[config.mk]
export PLATFORM = sky130hd
export DESIGN_NAME = seg_scan_ctrl
export DESIGN_NICKNAME = d
export VERILOG_FILES = /design/src/rtl/seg_scan_ctrl.sv
export SDC_FILE = /design/constraint.sdc
export NUM_CORES = 1
export LEC_CHECK = 0
export ABC_AREA = 1
export CORE_AREA = 3 3 138 140
export DETAILED_ROUTE_END_ITERATION = 12
export DIE_AREA = 0 0 141 143
export GPL_TIMING_DRIVEN = 0
export HOLD_SLACK_MARGIN = 0.08
export SLEW_MARGIN = 20
export SYNTH_ARGS = -nofsm -noshare
export SYNTH_HDL_FRONTEND = slang
export SYNTH_SLANG_ARGS = --single-unit
[constraint.sdc]
create_clock -name clk -period 1.9 [get_ports clk]
set_input_delay 0.38 -clock clk [delete_from_list [all_inputs] [get_ports clk]]
set_output_delay 0.38 -clock clk [all_outputs]
set_load 0.01 [all_outputs]
[src/rtl/seg_scan_ctrl.sv]
// seg_scan_ctrl: time-multiplexed scan controller for an 8-digit common-anode
// seven-segment display. A 32-bit value is shown one hex nibble at a time,
// with an external decoder turning num into the active-low dispcode.
// New values are committed only at frame boundaries, so the display never tears.
module seg_scan_ctrl #(
    parameter int DIGITS      = 8,
    parameter int REFRESH_DIV = 100000,
    parameter int CNT_W       = 17
) (
    input  logic        clk,
    input  logic        rst_n,
    input  logic [31:0] value,
    input  logic        load,
    output logic        ack,
    input  logic        blank_lz,
    output logic [3:0]  num,
    input  logic [7:0]  dispcode,
    output logic [7:0]  seg,
    output logic [7:0]  an
);

    typedef enum logic {
        IDLE,
        PENDING
    } state_t;

    // Nibbles above DIGITS never count towards leading-zero detection.
    localparam logic [31:0]      DMASK    = (DIGITS >= 8) ? 32'hFFFF_FFFF
                                          : 32'((64'd1 << (4 * DIGITS)) - 64'd1);
    localparam logic [CNT_W-1:0] DIV_LAST = CNT_W'(REFRESH_DIV - 1);
    localparam logic [2:0]       IDX_LAST = 3'(DIGITS - 1);

    logic [CNT_W-1:0] prescaler;
    logic [2:0]       idx;
    logic [31:0]      shadow;
    logic [31:0]      pend_val;
    state_t           state;
    state_t           state_nx;
    logic             tick;
    logic             frame_end;
    logic             commit;
    logic             capture;
    logic [31:0]      commit_val;
    logic [31:0]      upper;
    logic             blank;

    assign tick      = (prescaler == DIV_LAST);
    assign frame_end = tick && (idx == IDX_LAST);

    // Slot prescaler: counts 0..REFRESH_DIV-1 and wraps.
    always_ff @(posedge clk or negedge rst_n) begin
        if (!rst_n) begin
            prescaler <= '0;
        end else if (tick) begin
            prescaler <= '0;
        end else begin
            prescaler <= prescaler + 1'b1;
        end
    end

    // Digit index advances once per slot and wraps after the last digit.
    always_ff @(posedge clk or negedge rst_n) begin
        if (!rst_n) begin
            idx <= '0;
        end else if (tick) begin
            idx <= (idx == IDX_LAST) ? '0 : idx + 3'd1;
        end
    end

    // Nibble and blanking both derive only from registered state.
    assign num   = shadow[{idx, 2'b00} +: 4];
    assign upper = (shadow & DMASK) >> {idx, 2'b00};
    assign blank = blank_lz && (idx != '0) && (upper == '0);

    // Load FSM state register.
    always_ff @(posedge clk or negedge rst_n) begin
        if (!rst_n) begin
            state <= IDLE;
        end else begin
            state <= state_nx;
        end
    end

    // Load FSM next state: a load coinciding with frame_end bypasses pend_val.
    always_comb begin
        state_nx   = state;
        commit     = 1'b0;
        capture    = 1'b0;
        commit_val = pend_val;
        if (frame_end && (state == PENDING || load)) begin
            commit     = 1'b1;
            commit_val = load ? value : pend_val;
            state_nx   = IDLE;
        end else if (load) begin
            capture    = 1'b1;
            state_nx   = PENDING;
        end
    end

    // Pending/displayed value registers and the commit acknowledge pulse.
    always_ff @(posedge clk or negedge rst_n) begin
        if (!rst_n) begin
            pend_val <= '0;
            shadow   <= '0;
            ack      <= 1'b0;
        end else begin
            ack <= commit;
            if (capture) begin
                pend_val <= value;
            end
            if (commit) begin
                shadow <= commit_val;
            end
        end
    end

    // Registered segment and anode drive, one cycle behind idx/num.
    always_ff @(posedge clk or negedge rst_n) begin
        if (!rst_n) begin
            seg <= 8'hFF;
            an  <= 8'hFF;
        end else begin
            seg <= blank ? 8'hFF : dispcode;
            an  <= blank ? 8'hFF : ~(8'b1 << idx);
        end
    end

endmodule

==> key figures <==
Clock network
  • CTS Buf Count: 9
  • Clk sinks: 102
  • Clk buf depth: 2
  • CTS HTree Levels: 3
  • Root Driver: clkbuf_16
  • Clk_lat worst skew: 0.36 ns
  • Worst-path clk slew: 0.07 ns
  • CTS tree: yes

Routing
  • First-pass DRT Iterations: 4
  • ANT nets after route: 0
  • Vias per cell: 4.58
  • Routed wire per std cell: 13.6 um
  • WL final: 13600 um
  • # DRC: 0
  • Initial drt markers: 322
  • Via count: 4603

Synth
  • Ys flop type: dfrtp_1
  • Largest family of logic cells by synthesized area: simple AND/OR/NAND/NOR gates
  • Post-synthesis register bit count: 102
  • Synth top cells by count: nand2_1 (188), dfrtp_1 (86), inv_1 (82)
  • Synth area leaders: dfrtp_1 (40%), nand2_1 (13%), dfstp_2 (7.8%)
  • Mean post-synth cell area: 8.02 sq um
  • Synth Area in Compound Gates: 0.130
  • Synth top area share: 0.402
  • Post-synthesis mux area share: 0
  • Adder-Cell Fraction of Synth Area: 0.0163
  • XOR/XNOR Fraction of Synth Area: 0.0131
  • EDFF count, synth: 0
  • Largest area contributor in the netlist: dfrtp_1
  • Area fraction in and, or, nand and nor cells after synthesis: 0.257
  • Count leader, synth: nand2_1
  • Seq/Total Area, Yosys: 0.480
  • Syn Inst Count: 668
  • FFs w/ async S/R, synth: 1.00
  • Mapped Area: 0.00536 sq mm
  • Synth Warn #: 0
  • Cell variety after synth: 33
  • Syn nets: 719

Placement
  • Placed Cells: 962
  • DP Worst Slack: -0.469 ns
  • Input/output buffers: 64
  • Final HPWL DP: 9930 um
  • Gpl congestion: 0.910

Floorplan
  • I/O pins: 65
  • Core Rows: 49
  • Starting Density: 0.298
  • Die area: 0.0202 sq mm
  • Die Ht: 143 um
  • CORE AREA: 0.0180 sq mm
  • Width of the die: 141 um

Run status
  • Status: finished, violations left
  • Failing checks: negative setup slack

Pwr
  • IR drop worst, VDD: 0.411 mV
  • Pwr Density: 619 mW/mm^2
  • LEAKAGE: 3.40 nW
  • PnR Total Power: 4.40 mW

Worst setup path
  • CP required: 1.52 ns
  • Worst path arrival time: 1.60 ns
  • Setup crit end kind: output pin
  • CP Class: flip-flop to output pin
  • Critical Path Start Type: flip-flop
  • Crit-path max FO: 6

Timing
  • Setup violations, final: 15
  • Hold Vio Cnt, Final: 0
  • Final worst setup slack: -0.0775 ns
  • Unrepaired setup endpoints after global routing: yes
  • Final Slew Violations: 0
  • Worst Tran Pin Value: 0.600 ns
  • Final Cycle Share: 1.04
  • Peak Freq: 506 MHz
  • Slew margin rel.: 0.599
  • Worst clock skew: 0.0106 ns
  • Min Tclk post-route: 1.98 ns
  • Hold WS: 0.487 ns

Min path
  • Worst hold path type: flip-flop to flip-flop

Global route
  • Overall Global Routing Usage: 0.137
  • Pin count of the biggest net entering global routing: 54
  • Initial antenna violation count: 0
  • Vias in the first global route: 4470
  • Grt ovf: 0
  • First-pass GRT wire length: 22600 um

Layout
  • Syn-to-layout area delta: 32.8%
  • Layout Cells excl Fill: 1006
  • Layout cell share with drive strength beyond 1: 0.212
  • Nets: 823
  • Number of diodes: 0

Job
  • Max-Cap Viols: 0
==> registers in the layout, summed over array words and instances (netlist names) <==
register   count
pend_val      32
shadow        32
prescaler     17
an             8
seg            8
idx            3
ack            1
state          1
==> worst max-delay path, cell delays in order, from the launching register on <==
cell and delay [ns]:
dfrtp_1 0.40, buf_6 0.15, inv_8 0.08, buf_8 0.12, nand2_2 0.05, nand2_2 0.07
nand2_1 0.06, nand3_2 0.08, nand2_2 0.07, inv_2 0.06, buf_6 0.10
==> metrics by stage <==
stage | util | instance area (sq um) | TNS [ns]
2_1_floorplan | - | 5360 | 0
3_3_place_gp | 0.350 | 6290 | -363.10
3_5_place_dp | 0.352 | 6310 | -25.87
4_1_cts | 0.385 | 6920 | -0.447
5_1_grt | 0.396 | 7120 | -2.46
6_report | 0.396 | 7120 | -0.387
==> layout by cell type (no fill, tap or decap), types with 11 or more instances in the layout <==
cell and n:
o21ai_1 21, nor2_1 38, o211ai_1 18, buf_6 15, o21ai_0 56, dfstp_2 16
clkbuf_16 11, inv_1 80, nand2_1 176, clkdlybuf4s50_1 58, nand2_2 28, o21ai_2 14
nand3_2 12, buf_4 26, dfrtp_1 86, nand3_1 35
==> metal layers <==
metal / GRT usage / share of wire
met2: 0.221 / 0.46
met4: 0.0372 / 0.015
met3: 0.0275 / 0.038
met1: 0.190 / 0.49
met5: 0 / 0
==> layout make-up <==
| type | instances | area (sq um) |
|---|---|---|
| buffer | 30 | 264 |
| sequential | 102 | 2570 |
| multi-input combinational | 446 | 2360 |
| inverter | 89 | 359 |
| tap | 229 | 287 |
| fill | 1825 | 10800 |
| clock buffer | 10 | 229 |
| clock inverter | 6 | 55.1 |
| timing repair buffer | 94 | 988 |
==> cells by family after synthesis <==
logic type      after synthesis
fa+ha+maj                     7
buf+inv                     120
compound gates              116
simple gates                315
flops                       102
xor+xnor                      8
==> power breakdown <==
| group | leakage, nW | internal, mW | switching (mW) |
|---|---|---|---|
| sequential | 1.20 | 2.25 | 0.0329 |
| clock | 0.140 | 0.915 | 0.866 |
| combinational | 2.06 | 0.161 | 0.182 |
| total | 3.40 | 3.32 | 1.08 |
==> what timing repair did <==
action | CTS | global route
setup endpoints to repair | 73 | 78
hold endpoints to repair | 37 | 0
pin swaps | 15 | 7
gates resized for setup | 65 | 39
hold buffers | 1 | 0
buffers inserted | 13 | 11
gates cloned | 2 | 2
==> path summary, 6_finish.rpt <==
kind	from	endpoint	slack, ns	cells after the start
max in group asynchronous	rst_n	an[3]	0.71	3
hold reg to reg	pend_val[2]	pend_val[2]	0.49	2
min in group asynchronous	rst_n	idx[0]	0.55	2
setup reg to reg	idx[0]	seg[6]	-0.02	15
hold / removal	pend_val[2]	pend_val[2]	0.49	2
setup / recovery	idx[0]	num[3]	-0.08	10
(Power assumes the default switching activity.)
